## src/rtl/latch_bank_write_arbiter.sv

```systemverilog
// Round-robin write arbiter for a bank of D-latch words: grants one requester at a time
// and sequences shared data and one-hot gate enables through setup / pulse / hold.
module latch_bank_write_arbiter #(
    parameter int NREQ   = 4,
    parameter int WIDTH  = 8,
    parameter int ADDR_W = 2,
    parameter int PULSE  = 2,
    localparam int DEPTH = 2 ** ADDR_W,
    localparam int ID_W  = (NREQ > 1) ? $clog2(NREQ) : 1
) (
    input  logic                     clk,
    input  logic                     rst_n,
    input  logic [NREQ-1:0]          req,
    input  logic [NREQ*ADDR_W-1:0]   req_addr,
    input  logic [NREQ*WIDTH-1:0]    req_data,
    output logic [NREQ-1:0]          ack,
    output logic                     busy,
    output logic [ID_W-1:0]          grant_id,
    output logic [WIDTH-1:0]         lat_d,
    output logic [DEPTH-1:0]         lat_c
);

    localparam int CNT_W = (PULSE > 1) ? $clog2(PULSE) : 1;

    typedef enum logic [2:0] {
        S_IDLE,
        S_SETUP,
        S_PULSE,
        S_HOLD,
        S_DONE
    } state_t;

    state_t            state;
    state_t            state_nxt;
    logic [CNT_W-1:0]  cnt;
    logic [ADDR_W-1:0] cap_addr;
    logic [ID_W-1:0]   rr_ptr;

    logic              win_valid;
    logic [ID_W-1:0]   win_id;
    logic [ID_W-1:0]   scan_idx;

    logic [DEPTH-1:0]  lat_c_nxt;
    logic [NREQ-1:0]   ack_nxt;
    logic [WIDTH-1:0]  lat_d_nxt;

    // Scan requesters starting at rr_ptr; the first one found wins.
    always_comb begin
        // NOTE: every variable gets a default before any branch, so no latch is inferred.
        win_valid = 1'b0;
        win_id    = '0;
        scan_idx  = '0;
        for (int k = 0; k < NREQ; k++) begin
            scan_idx = ID_W'((int'(rr_ptr) + k) % NREQ);
            if (!win_valid && req[scan_idx]) begin
                win_valid = 1'b1;
                win_id    = scan_idx;
            end
        end
    end

    always_comb begin
        state_nxt = state;
        case (state)
            S_IDLE:  if (win_valid) state_nxt = S_SETUP;
            S_SETUP: state_nxt = S_PULSE;
            S_PULSE: if (cnt == '0) state_nxt = S_HOLD;
            S_HOLD:  state_nxt = S_DONE;
            S_DONE:  state_nxt = S_IDLE;
            default: state_nxt = S_IDLE;
        endcase
    end

    // Outputs are decoded from the next state and registered, so the pins come straight from flops.
    always_comb begin
        lat_c_nxt = '0;
        ack_nxt   = '0;
        lat_d_nxt = lat_d;
        if (state_nxt == S_PULSE)
            lat_c_nxt = DEPTH'(1) << cap_addr;
        if (state_nxt == S_DONE)
            ack_nxt = NREQ'(1) << grant_id;
        if (state == S_IDLE && win_valid)
            lat_d_nxt = req_data[int'(win_id)*WIDTH +: WIDTH];
    end

    // NOTE: sequential state uses non-blocking assignments so all flops update together.
    always_ff @(posedge clk or negedge rst_n) begin
        if (!rst_n) begin
            state    <= S_IDLE;
            cnt      <= '0;
            cap_addr <= '0;
            grant_id <= '0;
            rr_ptr   <= '0;
            lat_d    <= '0;
            lat_c    <= '0;
            ack      <= '0;
        end else begin
            state <= state_nxt;
            lat_d <= lat_d_nxt;
            lat_c <= lat_c_nxt;
            ack   <= ack_nxt;
            if (state == S_IDLE && win_valid) begin
                cap_addr <= req_addr[int'(win_id)*ADDR_W +: ADDR_W];
                grant_id <= win_id;
                rr_ptr   <= (win_id == ID_W'(NREQ - 1)) ? '0 : win_id + 1'b1;
            end
            if (state == S_SETUP)
                cnt <= CNT_W'(PULSE - 1);
            else if (state == S_PULSE && cnt != '0)
                cnt <= cnt - 1'b1;
        end
    end

    assign busy = (state != S_IDLE);

endmodule

```

## config.mk

```make
export PLATFORM = sky130hd
export DESIGN_NAME = latch_bank_write_arbiter
export DESIGN_NICKNAME = d
export VERILOG_FILES = /design/src/rtl/latch_bank_write_arbiter.sv
export SDC_FILE = /design/constraint.sdc
export NUM_CORES = 1
export LEC_CHECK = 0
export ABC_AREA = 1
export ABC_CLOCK_PERIOD_IN_PS = 1800
export CELL_PAD_IN_SITES_DETAIL_PLACEMENT = 0
export CELL_PAD_IN_SITES_GLOBAL_PLACEMENT = 2
export CORE_MARGIN = 5
export CORE_UTILIZATION = 20
export CTS_CLUSTER_DIAMETER = 80
export DETAILED_ROUTE_END_ITERATION = 10
export PLACE_DENSITY = 0.85
export SYNTH_ARGS = -nofsm -noshare
export SYNTH_HDL_FRONTEND = slang
export SYNTH_SLANG_ARGS = --single-unit
```

## constraint.sdc

```tcl
create_clock -name clk -period 1.8 [get_ports clk]
set_clock_uncertainty 0.2 [all_clocks]
set_input_delay 0.36 -clock clk [delete_from_list [all_inputs] [get_ports clk]]
set_output_delay 0.36 -clock clk [all_outputs]
set_load 0.1 [all_outputs]
```

==> results.txt <==
routed vias: 1835
drt first pass iters: 4
clk sinks: 26
drt wl/cell: 13.4 um
Mapped Area: 0.00156 sq mm
hpwl dp: 3830 um
core area: 0.00769 sq mm
DR vias/cell: 4.37
Post-Syn Nets: 266
slowest CP cell: dfrtp_2
I/O pin count: 65
sequential area share after synthesis: 0.416
distinct cell type count after synthesis: 22
pin count of the biggest net entering global routing: 27
max-slew violations: 0
DRC Markers: 0
Crit. End Element: flip-flop
row count: 32
GPL Wtd Cong: 0.729
asr flop ratio synth: 1.00
Critical Path AT: 2.09 ns
met1 Use GR: 0.155
number of global-route vias before repair: 1812
Design Area, Final: 0.00331 sq mm
min Tclk post-route: 2.12 ns
GRT Total Usage: 0.110
die width: 98.4 um
largest family of logic cells by synthesized area: simple AND/OR/NAND/NOR gates
first-pass GRT wire length: 8780 um
CTS Root Cell: clkbuf_8
met2 Track Usage GR: 0.181
status: finished, violations left
Worst slew margin: 0.780
Worst Tran Pin Value: 0.330 ns
clk slew on worst S/H paths: 0.10 ns
prevailing post-synth register cell: dfrtp_1
min-delay worst type: in -> async
grt peak-use layer: met2
Syn Area/Cell: 7.10 sq um
met3 usage in global routing: 0.0100
Fmax: 0.471 GHz
cell family with most CP delay: simple AND/OR/NAND/NOR gates
simple-gate share of the synthesized area: 0.440
GR Overflow Total: 0
Die H: 98.4 um
H-tree depth: 1
Critical Path Max Stage Delay: 0.44 ns
final core occ: 0.431
Die Area: 0.00968 sq mm
xor and xnor fraction of the mapped netlist area: 0
Post-DP Area: 0.00258 sq mm
multiplexer share of the synthesized area: 0
number of CTS-inserted buffers: 3
Post-synth EDFFs: 0
final wirelength: 5650 um
RSZ-0062 raised after global routing: true
CTS tree: built
Hold Vio Cnt, Final: 0
Area Growth Syn to Fin: 112%
Tcrit/Tclk final: 1.18
compound-cell area share of the yosys netlist: 0.0352
1st-iter DRT viols: 61
I/O Buffers: 64
Initial Utilization: 0.203
critical path class: reg -> reg
clk_lat worst skew: 0.27 ns
Synth Area in Adders: 0
Seq cells post-synth: 26
initial antenna violation count: 0
Worst Slack Setup Final: -0.323 ns
Setup crit start kind: flip-flop
Max clock buf depth: 2
failing checks: negative setup slack
final setup vio count: 15
Cells after Synth: 220
layout cells sized above 1: 0.431
final net count: 365
CP max FO: 5
crit path cell chain: buf_12, o21ai_2, nand2_2, nand2_4, nor2_4, buf_4, nand2_1, nand2_2, nor2_4, buf_6, nand3_1, nand3_1, nand2_1
Worst Path Required: 1.77 ns
antenna cells: 0
antenna-violating nets left: 0
Critical path buffers and inverters: 3
Max Cap Violations: 0
YS warnings: 0
hold_ws: 0.262 ns
synth_stat cells (2+ instances only):
cell     count  area [sq um]
nand2_1     70           263
nand3_1     54           270
dfrtp_1     26           651
inv_1       20          75.1
nor3_1      12          60.1
buf_2        5          25.0
nand2_2      4          25.0
nor2_1       4          15.0
a21oi_1      3          15.0
buf_4        3          22.5
buf_6        3          33.8
o21ai_0      3          15.0
a31oi_1      2          12.5
inv_2        2          7.51
nor2_2       2          12.5
flip-flops by register name, indices dropped and copies added, names as in the netlist, named ones only:
register,count
rr_ptr,1
lat_c,4
ack,4
cap_addr,2
state,3
lat_d,8
grant_id,2
cnt,1
worst paths after layout:
path / to / slack, ns / cells after the start
max: lat_d[5] / -0.32 / 13
min in group clk: state[0] / 0.27 / 1
min reg2reg: state[0] / 0.27 / 1
max in group asynchronous: rr_ptr[1] / 0.87 / 2
max reg2reg: lat_d[5] / -0.32 / 13
min: ack[1] / 0.26 / 2
cell families (layout without fill, tap and decap cells):
| group | after synthesis | in the layout |
|---|---|---|
| compound gates | 10 | 10 |
| flops | 26 | 26 |
| buf+inv | 34 | 129 |
| simple gates | 150 | 153 |
layout by cell type (no fill, tap or decap):
cell and count:
nand2_4 13, o21ai_2 2, a21oi_2 1, inv_2 3
clkinv_8 1, buf_6 9, clkdlybuf4s50_1 41, nand4_4 1
nand2_1 39, nand3_2 16, dlygate4sd2_1 1, nor3_1 11
a21oi_1 2, nand2_2 22, clkbuf_8 4, o211ai_1 1
nand3_1 37, dfrtp_2 2, buf_8 1, buf_16 2
dfrtp_1 24, nand4_1 1, o21ai_0 1, buf_4 20
dlymetal6s2s_1 3, nor3_2 1, buf_12 25, nand2_8 4
inv_6 1, a31oi_1 2, nand3_4 1, o21ai_1 1
nor2_2 4, clkinvlp_4 1, inv_1 17, nor2_4 3
stage by stage:
| stage | instances | setup TNS, ns | setup slack (ns) |
|---|---|---|---|
| after floorplan | 220 | -0.222 | -0.0273 |
| after global placement | 391 | -7.13 | -0.552 |
| after detailed placement | 391 | -7.43 | -0.579 |
| after CTS | 412 | -3.11 | -0.265 |
| after global routing | 420 | -5.41 | -0.434 |
| final | 420 | -3.72 | -0.323 |
per-layer routing:
metal / share of wire / up-vias / wire length [um]
met5: 0 / - / 0
met4: 0.016 / 0 / 89
met3: 0.043 / 6 / 241
met2: 0.49 / 50 / 2780
met1: 0.45 / 858 / 2540
li1: - / 921 / -
final cells by class:
cell class / instances / area (sq um)
timing repair buffer: 102 / 1280
sequential: 26 / 653
fill: 746 / 4370
tap: 102 / 128
clock buffer: 4 / 55.1
inverter: 23 / 108
multi-input combinational: 163 / 1090
what timing repair did:
| item | CTS | global route |
|---|---|---|
| pin swaps | 9 | 32 |
| gates resized for setup | 50 | 62 |
| endpoints found under the setup margin | 16 | 16 |
| buffers inserted | 13 | 8 |
| gates cloned | 4 | 2 |
| hold buffers | 0 | 0 |
Power is left out: the tool's default activity adds up to more than one toggle a clock period on the data nets, which glitch-free logic cannot reach.
==> edit 1, RTL diff (same settings) <==
The parameter `WIDTH` goes from 8 to 12.
--- a/src/rtl/latch_bank_write_arbiter.sv
+++ b/src/rtl/latch_bank_write_arbiter.sv
@@ -3,5 +3,5 @@
 module latch_bank_write_arbiter #(
     parameter int NREQ   = 4,
-    parameter int WIDTH  = 8,
+    parameter int WIDTH  = 12,
     parameter int ADDR_W = 2,
     parameter int PULSE  = 2,
Interface: changed (resized lat_d and req_data); port bits go from 65 to 85. No check against the original RTL was run, so the function may have changed too.
==> edit 1 against the original RTL <==
The flow still finishes with violations (setup timing); setup slack better by 0.029 ns; final area is 20% higher; area after synthesis is 28% higher; sequential cell count increased by 4; die area up 25%; routed wire length up 28%; critical endpoint is now lat_d[10].
Power is not shown: default switching activity piles up to over one toggle a cycle in this logic, so the estimate is an artifact.
==> edit 1: results (changes against the original RTL) <==
| Metric | Value |
|---|---|
| Drt total wl | 7260 um (was 5650 um) |
| #MultiIn Comb | 207 (was 163) |
| Critical Path Max Stage Delay | 0.46 ns (was 0.44 ns) |
| Placed inst area | 3320 um^2 (was 2580 um^2) |
| Failing checks | setup timing (unchanged) |
| Worst slack at placement | -0.641 ns (was -0.579 ns) |
| CLK BUF | 7 (was 4) |
| Largest regs | lat_d (12), ack (4), lat_c (4) (was lat_d (8), ack (4), lat_c (4)) |
| Register area share after synthesis | 37.5% (was 41.6%) |
| Largest net degree at the start of global routing | 31 (was 27) |
| Routed wl met3 | 392 um (was 241 um) |
| Final Util | 40.6% (was 43.1%) |
| Post-Route M1 WL | 3030 um (was 2540 um) |
| Synth top cells by count | nand2_1 (84), nand3_1 (75), dfrtp_1 (30) (was nand2_1 (70), nand3_1 (54), dfrtp_1 (26)) |
| Fraction of area in multi-input gates | 31.9% (was 32.9%) |
| Clk slew on worst S/H paths | 0.06 ns (was 0.10 ns) |
| Postcts setup bufs | 14 (was 13) |
| Final setup fails | 20 (was 15) |
| Layout filler cell count | 1003 (was 746) |
| Grt met3 use | 2.39% (was 1.00%) |
| Seq/total area | 19.0% (was 19.7%) |
| Placer Congestion | 0.782 (was 0.729) |
| Total track usage | 12.5% (was 11.0%) |
| # diodes | 0 (unchanged) |
| Setup WS post-layout | -0.293 ns (was -0.323 ns) |
| TritonCTS Buffers | 5 (was 3) |
| Placed cells | 501 (was 391) |
| Critical Path AT | 2.07 ns (was 2.09 ns) |
| Non-clock buffers, area share | 39.2% (was 38.6%) |
| Signal buffers | 121 (was 102) |
| Initial DRC Count | 87 (was 61) |
| Synth top area cells | dfrtp_1 (38%), nand3_1 (19%), nand2_1 (16%) (was dfrtp_1 (42%), nand3_1 (17%), nand2_1 (17%)) |
| DP HPWL | 5360 um (was 3830 um) |
| H-tree levels | 2 (was 1) |
| Actual transition at the worst max-transition pin | 0.393 ns (was 0.330 ns) |
| First-pass GRT wire length | 11800 um (was 8780 um) |
| Synth Area per Inst | 7.12 um^2 (was 7.10 um^2) |
| Post-CTS Resized | 62 (was 50) |
| Nets | 457 (was 365) |
| Global routing usage on met2 | 21.2% (was 18.1%) |
| Main synth FF type | dfrtp_1 (unchanged) |
| Count of unique library cells instantiated by Yosys | 25 (was 22) |
| Vias per inst | 4.31 (was 4.37) |
| Critical Path Fanout Max | 6 (was 5) |
| Drt first pass iters | 4 (unchanged) |
| Signal inverters | 30 (was 23) |
| Worst hold path type | flip-flop to flip-flop (was input port to async pin) |
| Vias in the first global route | 2400 (was 1812) |
| Wirelength per Cell | 13.7 um (was 13.4 um) |
| Status | finished, violations left (unchanged) |
| Proportion of layout cells with a drive suffix above 1 | 37.6% (was 43.1%) |
| Met1 usage | 16.0% (was 15.5%) |
| Syn nets | 343 (was 266) |
| Setup TNS | -4.62 ns (was -3.72 ns) |
| Min Hold Slack | 0.263 ns (was 0.262 ns) |
| Synth Register Bits | 30 (was 26) |
| Clock buf/inv share | 2.30% (was 1.66%) |
| WL met2 | 3700 um (was 2780 um) |
| Port Buffers | 84 (was 64) |
[edit 1: cell count changes in the layout (fill, tap and decap cells not counted), sizes merged, moves of 2 or more]
cell | before | now
clkdlybuf4s50 | 41 | 57
dlymetal6s2s | 3 | 0
dlygate4sd2 | 1 | 4
a31oi | 2 | 0
nor2 | 7 | 3
nand3 | 54 | 76
inv | 21 | 30
clkbuf | 4 | 8
buf | 57 | 59
dfrtp | 26 | 30
nand2 | 78 | 103
[edit 1: final timing paths]
check / cells after the start / to / startpoint
max in group asynchronous: 2 / async pin / rst_n
hold reg to reg: 1 / state[0] / cnt
setup / recovery: 15 / lat_d[10] / flip-flop
min in group asynchronous: 2 / ack[1] / rst_n
hold / removal: 1 / state[0] / cnt
setup reg to reg: 15 / lat_d[10] / flip-flop
[edit 1: cells by family (layout without fill, tap and decap cells)]
group,after synthesis,count (layout),share of synthesized area [%]
AO/OA/AOI/OAI,10,10,3.19
AND/OR/NAND/NOR,197,197,47.2
buffers and inverters,44,159,12.1
flip-flops,30,30,37.5
==> edit 2, RTL diff (same flow settings) <==
Made on the original files. Reset style: synchronous (`rst_n`), changed in one clocked block.
--- a/src/rtl/latch_bank_write_arbiter.sv
+++ b/src/rtl/latch_bank_write_arbiter.sv
@@ -86,5 +86,5 @@
 
     // NOTE: sequential state uses non-blocking assignments so all flops update together.
-    always_ff @(posedge clk or negedge rst_n) begin
+    always_ff @(posedge clk) begin
         if (!rst_n) begin
             state    <= S_IDLE;
Function: differs if rst_n is asserted again (counterexample within 4 cycles, from zero or initial values and one cycle with rst_n low); with rst_n held inactive, the same outputs for 10 cycles.
==> edit 2 against the original RTL <==
The run still ends with setup timing left; highest routed layer unchanged; critical path type unchanged; die area is 10% higher; via count up 3.9%; setup slack gained 0.15 ns; count of clock-buffer cells in the layout shrank 1; routed wire length decreased by 6.3%; fmax rose by 7.9%; final area down 3.6%; sequential cell count unchanged; area after synthesis rose by 12%.
==> edit 2: results (changes against the original RTL) <==
| Metric | Value |
|---|---|
| Placer Congestion | 0.760 (was 0.729) |
| Initial antenna violation count | 0 (unchanged) |
| Nets | 387 (was 365) |
| Vias | 1906 (was 1835) |
| Min Hold Slack | 0.268 ns (was 0.262 ns) |
| First-pass GRT wire length | 8800 um (was 8780 um) |
| DP HPWL | 4130 um (was 3830 um) |
| FFs w/ async S/R, synth | 0% (was 100%) |
| Slew HR | 80.4% (was 78.0%) |
| Initial DRC Count | 32 (was 61) |
| # diodes | 0 (unchanged) |
| Vias per inst | 4.25 (was 4.37) |
| Total track usage | 10.1% (was 11.0%) |
| CTS Buffer Depth | 2 (unchanged) |
| Synth top area cells | dfxtp_1 (30%), nand3_1 (10%), inv_1 (9.9%) (was dfrtp_1 (42%), nand3_1 (17%), nand2_1 (17%)) |
| Drt total wl | 5290 um (was 5650 um) |
| Critical Path Fanout Max | 7 (was 5) |
| Synth top cells by count | inv_1 (46), nand2_1 (39), nand3_1 (35) (was nand2_1 (70), nand3_1 (54), dfrtp_1 (26)) |
| Largest net degree at the start of global routing | 19 (was 27) |
| Count of unique library cells instantiated by Yosys | 29 (was 22) |
| Worst r2r path cells | 10 (was 13) |
| Root buf cell | clkbuf_8 (unchanged) |
| Adder-cell share of the synthesized area | 0% (unchanged) |
| Setup WS post-layout | -0.168 ns (was -0.323 ns) |
| Status | finished, violations left (unchanged) |
| Final setup fails | 13 (was 15) |
| Largest regs | lat_d (8), ack (4), lat_c (4) (unchanged) |
| Vias in the first global route | 1948 (was 1812) |
| Critical Path AT | 1.98 ns (was 2.09 ns) |
| Main synth FF type | dfxtp_1 (was dfrtp_1) |
| Placed inst area | 2810 um^2 (was 2580 um^2) |
| Syn nets | 301 (was 266) |
| Failing checks | setup timing (unchanged) |
| Register area share after synthesis | 29.9% (was 41.6%) |
| Placed cells | 438 (was 391) |
| Worst hold path type | flip-flop to flip-flop (was input port to async pin) |
| Reg2reg end | lat_d[1] (was lat_d[5]) |
| Proportion of layout cells with a drive suffix above 1 | 36.8% (was 43.1%) |
| WHS Endpoint | lat_c[0] |
| Layout filler cell count | 890 (was 746) |
| Setup TNS | -1.74 ns (was -3.72 ns) |
| TritonCTS Buffers | 3 (unchanged) |
| Synth Area in Compound Gates | 11.6% (was 3.52%) |
| Layout area overhead | 83.2% (was 112%) |
| Synth Area per Inst | 6.83 um^2 (was 7.10 um^2) |
| Hold Startpoint | cap_addr[0] |
edit 2: changes by cell type in the layout (fill, tap and decap cells not counted), moves of 10 or more:
cell	change
nand3_1	-13
dfxtp_1	+24
nand3b_1	+10
dfrtp_1	-24
inv_1	+26
nand2_1	-14
nor2_1	+11
edit 2: cell type report:
| cell class | count | area share, % |
|---|---|---|
| Clock buffer | 3 | 1.29 |
| Clock inverter | 1 | 0.940 |
| Inverter | 51 | 6.23 |
| Multi-Input combinational cell | 165 | 35.8 |
| Sequential cell | 26 | 16.5 |
| Tap cell | 108 | 4.23 |
| Timing Repair Buffer | 94 | 35.0 |
edit 2: power breakdown:
part,leakage [nW],internal [mW],switching (mW)
logic,1.19,2.18,3.02
clock network,0.0357,0.297,0.194
registers,0.215,0.758,0.188
total,1.44,3.24,3.40
edit 2: worst max-delay path, cell delays in order, from the launching register on:
cell	delay, ns
dfxtp_4	0.38
buf_4	0.14
nand2_2	0.07
nand2_2	0.08
o21ai_4	0.20
buf_6	0.14
nand3_4	0.08
a21oi_4	0.24
buf_6	0.18
nand3_2	0.08
a21oi_2	0.11
edit 2: logic make-up after synthesis:
family,count (synthesis)
and+or+nand+nor,130
buffers and inverters,64
AOI/OAI and AO/OA,35
DFF,26
edit 2: routing by layer:
layer  GRT usage (%)  wire, um  vias up
met1            12.3      2210      863
met5               0         0        -
met2            17.9      2740       50
li1                -         -      989
met3            1.88       306        4
met4            2.89        42        0
edit 2: per-stage QoR:
step	setup WS (ns)	power [mW]
final	-0.168	6.64
after CTS	-0.141	6.34
after detailed placement	-0.537	5.23
after global routing	-0.266	7.10
after floorplan	-0.00318	3.87
after global placement	-0.525	5.21
edit 2: timing repair:
action | CTS | global route
setup endpoints to repair | 13 | 16
pin swaps | 32 | 11
setup buffers | 3 | 3
resized for setup | 55 | 21
edit 2: worst max path at each step:
stage / startpoint / end / slack [ns] / cells past startpoint
5_1_grt: flip-flop / lat_d[7] / -0.27 / 13
2_1_floorplan: rr_ptr[1] / rr_ptr[1] / -0.003 / 13
4_1_cts: flip-flop / lat_d[1] / -0.14 / 11
6_report: flip-flop / lat_d[1] / -0.17 / 10
3_5_place_dp: req[2] / lat_d[3] / -0.54 / 15
3_3_place_gp: req[1] / lat_d[0] / -0.52 / 13
